**src/rtl/cpu_pkg.sv**
```systemverilog
// rtl/cpu_pkg.sv - shared widths, fetch entry type and pc step for the 16-bit cpu
package cpu_pkg;

    localparam int WORD_W = 16;
    localparam int PC_W   = 16;

    localparam logic [PC_W-1:0] PC_STEP = 16'd2;

    typedef struct packed {
        logic [WORD_W-1:0] inst;
        logic [PC_W-1:0]   pc;
    } fetch_entry_t;

endpackage

```
**src/rtl/inst_fifo.sv**
```systemverilog
// rtl/inst_fifo.sv - synchronous fifo of fetched {inst, pc} entries with clear
module inst_fifo
    import cpu_pkg::*;
#(
    parameter int DEPTH = 4,
    localparam int AW = $clog2(DEPTH)
) (
    input  logic         clk,
    input  logic         reset,
    input  logic         clear,
    input  logic         push,
    input  fetch_entry_t push_data,
    input  logic         pop,
    output logic [AW:0]  count,
    output fetch_entry_t head
);

    fetch_entry_t    mem [DEPTH];
    logic [AW-1:0]   rd_ptr;
    logic [AW-1:0]   wr_ptr;

    // Storage is zeroed on reset so the head is defined before the first push.
    always_ff @(posedge clk) begin
        if (reset) begin
            rd_ptr <= '0;
            wr_ptr <= '0;
            count  <= '0;
            for (int i = 0; i < DEPTH; i++) begin
                mem[i] <= '0;
            end
        end else if (clear) begin
            rd_ptr <= '0;
            wr_ptr <= '0;
            count  <= '0;
        end else begin
            if (push) begin
                mem[wr_ptr] <= push_data;
                wr_ptr      <= wr_ptr + AW'(1);
            end
            if (pop) begin
                rd_ptr <= rd_ptr + AW'(1);
            end
            case ({push, pop})
                2'b10:   count <= count + (AW+1)'(1);
                2'b01:   count <= count - (AW+1)'(1);
                default: count <= count;
            endcase
        end
    end

    assign head = mem[rd_ptr];

endmodule

```
**src/rtl/fetch_unit.sv**
```systemverilog
// rtl/fetch_unit.sv - pc generation, fixed-latency imem pipe, credit issue and redirect
module fetch_unit
    import cpu_pkg::*;
#(
    parameter int              QDEPTH      = 4,
    parameter int              MEM_LATENCY = 2,
    parameter logic [PC_W-1:0] RESET_PC    = 16'h0000
) (
    input  logic              clk,
    input  logic              reset,
    input  logic              redirect_valid,
    input  logic [PC_W-1:0]   redirect_pc,
    input  logic              fetch_stall,
    output logic [PC_W-2:0]   imem_raddr,
    input  logic [WORD_W-1:0] imem_rdata,
    output logic              out_valid,
    input  logic              out_ready,
    output logic [WORD_W-1:0] out_inst,
    output logic [PC_W-1:0]   out_pc
);

    localparam int CW = $clog2(QDEPTH) + 1;

    logic [PC_W-1:0]        fetch_pc;
    logic [MEM_LATENCY-1:0] slot_valid;
    logic [PC_W-1:0]        slot_pc [MEM_LATENCY];

    logic [CW-1:0] q_count;
    logic [CW:0]   inflight_cnt;
    logic          credit_ok;
    logic          issue;
    logic          push;
    logic          pop;
    fetch_entry_t  push_data;
    fetch_entry_t  head;

    always_comb begin
        inflight_cnt = '0;
        for (int i = 0; i < MEM_LATENCY; i++) begin
            inflight_cnt = inflight_cnt + (CW+1)'(slot_valid[i]);
        end
    end

    // Credit ignores a same-cycle pop, so the fifo can never be overfilled.
    assign credit_ok = ({1'b0, q_count} + inflight_cnt) < (CW+1)'(QDEPTH);
    assign issue     = !reset && !fetch_stall && credit_ok;

    assign imem_raddr = redirect_valid ? redirect_pc[PC_W-1:1] : fetch_pc[PC_W-1:1];

    always_ff @(posedge clk) begin
        if (reset) begin
            fetch_pc   <= RESET_PC;
            slot_valid <= '0;
        end else if (redirect_valid) begin
            fetch_pc   <= (redirect_pc & 16'hFFFE) + PC_STEP;
            slot_valid <= MEM_LATENCY'(1);
        end else begin
            if (issue) begin
                fetch_pc <= fetch_pc + PC_STEP;
            end
            slot_valid <= MEM_LATENCY'({slot_valid, issue});
        end
    end

    // Slot pcs are only meaningful alongside their valid bits, so they need no reset.
    always_ff @(posedge clk) begin
        slot_pc[0] <= redirect_valid ? (redirect_pc & 16'hFFFE) : fetch_pc;
        for (int i = 1; i < MEM_LATENCY; i++) begin
            slot_pc[i] <= slot_pc[i-1];
        end
    end

    assign push      = slot_valid[MEM_LATENCY-1] && !redirect_valid;
    assign push_data = '{inst: imem_rdata, pc: slot_pc[MEM_LATENCY-1]};
    assign out_valid = (q_count != '0) && !redirect_valid;
    assign pop       = out_valid && out_ready;

    inst_fifo #(
        .DEPTH (QDEPTH)
    ) u_inst_fifo (
        .clk       (clk),
        .reset     (reset),
        .clear     (redirect_valid),
        .push      (push),
        .push_data (push_data),
        .pop       (pop),
        .count     (q_count),
        .head      (head)
    );

    assign out_inst = head.inst;
    assign out_pc   = head.pc;

endmodule
```
**config.mk**
```make
export PLATFORM = sky130hd
export DESIGN_NAME = fetch_unit
export DESIGN_NICKNAME = d
export VERILOG_FILES = /design/src/rtl/cpu_pkg.sv /design/src/rtl/inst_fifo.sv /design/src/rtl/fetch_unit.sv
export SDC_FILE = /design/constraint.sdc
export NUM_CORES = 1
export LEC_CHECK = 0
export ABC_AREA = 1
export BUFFER_PORTS_ARGS = -buffer_cell sky130_fd_sc_hd__buf_2
export CORE_AREA = 2 2 114 116
export CTS_BUF_LIST = sky130_fd_sc_hd__clkbuf_4 sky130_fd_sc_hd__clkbuf_8
export CTS_CLUSTER_SIZE = 40
export DETAILED_ROUTE_END_ITERATION = 8
export DIE_AREA = 0 0 116 118
export GPL_TIMING_DRIVEN = 0
export PLACE_DENSITY = 0.78
export SLEW_MARGIN = 40
export SYNTH_ARGS = -nofsm -noshare
export SYNTH_HDL_FRONTEND = slang
export SYNTH_SLANG_ARGS = --single-unit
```
**constraint.sdc**
```tcl
create_clock -name clk -period 8.7 [get_ports clk]
set_clock_uncertainty 0.1 [all_clocks]
set_input_delay 1.74 -clock clk [delete_from_list [all_inputs] [get_ports clk]]
set_output_delay 1.74 -clock clk [all_outputs]
set_load 0.01 [all_outputs]
```
==> results.md <==
- Status: finished, final reports clean
- Worst vdd ir: 0.0940 mV
- 1st-iter DRT viols: 544
- Netlist cell types: 34
- First-pass GRT wire length: 26,800 um
- WL final: roughly 17,000 um
- Setup_tns: 0 ns
- Crit path DAT: roughly 2.6 ns
- TritonRoute pass-1 iters: 5
- Combinational family with the most area after synthesis: simple AND/OR/NAND/NOR gates
- Pwr/cell area: between 150 and 200 mW/mm2
- Sequential area share after synthesis: between 60 and 70%
- Most frequently used cell type in the post-synthesis netlist: nor2_1
- Maxcap violations: 0
- Number of port buffers: 81
- Diodes inserted: 0
- Top cells by count, synth: 173 x nor2_1, 124 x edfxtp_1, 94 x nand2_1, 81 x o21ai_0, 64 x inv_1
- Vias: 5,644
- Multi-input logic area: 0.00213 mm2
- TritonCTS clock tree: yes
- Crit path launch type: input port
- Max_slew headroom: between 40% and 50%
- Tmin final: 4.46 ns
- Hold bufs inserted after CTS: 0
- Die height: roughly 120 um
- I/O pins: 85
- Synthesized area: roughly 0.0074 mm2
- Final std cells w/o fill: 1,033
- Slew @ Worst Pin: roughly 0.80 ns
- FP Rows: 41
- Max-slew violation count: 0
- Final nets: 889
- Setup Viol. Count Final: 0
- Drc violations: 0
- Syn Area/Cell: around 10 um2
- EDFF count, synth: 124
- Crit path max fanout: 10
- Adder-Cell Fraction of Synth Area: 0.782%
- Post-Place Cells: about 1,000
- Die X: 116 um
- Largest net degree at the start of global routing: 18
- Area share of xor/xnor cells in the synthesized design: 0.595%
- Met1 Use GR: around 33%
- Setup CP Type: input port to primary output
- Finished Cell Area: 0.00860 mm2
- Synth Area in Simple Gates: between 10% and 20%
- GRT overflow: 0
- Clk buf depth: 2
- Fin. Hold Viols: 0
- Via-per-instance ratio: 5.46
- Area leader, netlist: edfxtp_1
- Clock slew at reported path FFs: 0.09 ns
- RD Place Congestion: roughly 0.94
- Crit path cell chain: buf_2 -> inv_2 -> buf_6 -> or2_1 -> o21ai_0 -> inv_2 -> buf_2
- H-tree levels: 4
- Post-DRT Antenna Nets: 0
- WHS: 0.230 ns
- All-layer global routing usage: 25.5%
- Share of synthesized flip-flops with an asynchronous set or reset: 0%
- Met3 Use GR: 5.30%
- Hold Crit Class: flip-flop to flip-flop
- Achievable Freq: ~0.22 GHz
- P_leak: 3.73 nW
- Total CTS buffers: 17
- Layout fillers: 950
- Die area: between 0.01 and 0.015 mm2
- Placement Cell Area: 0.00818 mm2
- Layout cells sized above 1: between 10% and 20%
- P&R area growth vs syn: 16.9%
- Met2 global-route usage: 41.4%
- GRT busiest layer: met2
- Cells after Synth: 741
- Initial antenna violation count: 0
- Compound-cell area share of the yosys netlist: 10.4%
- Flops & latches, synth: 180
- Post-DP HPWL: 11,100 um
- Top_reg_cell synth: edfxtp_1
- RSZ-0062 raised after global routing: no
- Mux cell area share after synthesis: 0%
- Data required, critical path: 6.86 ns
- Synth top area cells: edfxtp_1 51%, dfxtp_1 15%, nor2_1 8.8%, o21ai_0 5.5%, nand2_1 4.8%
- Worst Setup End Kind: primary output
- Initial core utilization: about three fifths
- Syn nets: 782
- Number of global-route vias before repair: 5,503
- Max incr delay on CP: 0.20 ns
- Final period utilization: 51.2%
- Setup repair bufs after CTS: 0
- CTS Root Cell: clkbuf_8
- Worst path slowest cell: or2_1
- Synth warn: 0
- CTS Sinks: 180
- Share of Yosys cell area claimed by the top area cell type: between 50 and 60%
- Post-CTS sizing: 0
- Seq. cell area: 0.00484 mm2
- Area of the core: ~0.012 mm2
- DR WL/cell: 16.1 um
- Clk Latency, worst-skew pair: 0.47 ns
==> cell families after synthesis <==
group                      count (synthesis)
AOI/OAI and AO/OA                        139
xor gates and xnor gates                   5
adders and majority gates                  4
buffers and inverters                    109
DFF                                      180
other                                      1
and+or+nand+nor                          303
==> per-layer routing <==
| metal | vias up | wire length, um |
|---|---|---|
| li1 | 2686 | - |
| met1 | 2702 | 6840 |
| met2 | 222 | 8270 |
| met3 | 34 | 1100 |
| met4 | 0 | 382 |
| met5 | - | 0 |
==> through the flow <==
step / total power, mW / setup slack (ns) / utilization, %
after floorplan: 1.04 / 3.68 / -
after global placement: 1.08 / 1.94 / 64.3
after detailed placement: 1.09 / 4.24 / 65.9
after CTS: 1.68 / 4.24 / 69.3
after global routing: 1.72 / 4.19 / 69.3
final: 1.67 / 4.24 / 69.3
==> layout make-up <==
type	instances	share of cell area, %
Clock inverter	12	1.76
Buffer	39	1.98
Tap cell	172	2.50
Multi-Input combinational cell	452	24.8
Clock buffer	20	3.13
Inverter	70	3.05
Sequential cell	180	56.3
Timing Repair Buffer	88	6.51
==> flip-flops by register name, indices dropped and copies added, names as in the netlist, named ones only <==
register            cells
slot_valid              2
u_inst_fifo.mem       124
fetch_pc               15
slot_pc                30
u_inst_fifo.count       3
u_inst_fifo.rd_ptr      2
u_inst_fifo.wr_ptr      2
==> cells in the final DEF (no fill, tap or decap), types with 2 or more instances in the layout <==
cell type  instances
o21ai_2            2
nand2_1           94
o21bai_1           2
o21ai_4            4
ha_1               3
buf_8              3
inv_1             64
o21ai_0           77
clkinv_2           3
o22ai_1           31
o21ai_1            4
o21a_1             2
clkbuf_1          29
a211oi_1           3
inv_4              2
nand3_1           14
xor2_1             4
nor2_2             6
edfxtp_1         124
buf_16             4
bufinv_16          3
buf_4              2
clkinv_4           2
clkbuf_8          19
nand4_1            4
nor2_1           173
dfxtp_1           56
inv_2              5
nand2_2            8
a21oi_1           12
buf_2             88
==> worst max-delay path: cells and delay by family <==
family                 cells  cell delay [ns]
AOI/OAI and AO/OA          1             0.12
buffers and inverters      5             0.55
and+or+nand+nor            1             0.20
==> report_power, final <==
group / switching [mW] / internal, mW / leakage [nW]
sequential: 0.0116 / 0.952 / 1.75
clock: 0.297 / 0.303 / 0.217
combinational: 0.0699 / 0.0404 / 1.77
==> path summary, 6_finish.rpt <==
| check | startpoint | endpoint | slack (ns) | cells past startpoint |
|---|---|---|---|---|
| worst max register to register | u_inst_fifo.count[0] | u_inst_fifo.count[2] | 6.48 | 11 |
| worst max-delay path | redirect_valid | imem_raddr[14] | 4.24 | 7 |
| worst min register to register | slot_pc[0][12] | slot_pc[0][28] | 0.23 | 0 |
| worst min-delay path | slot_pc[0][12] | slot_pc[0][28] | 0.23 | 0 |
Power figures use the tool's default switching activity.
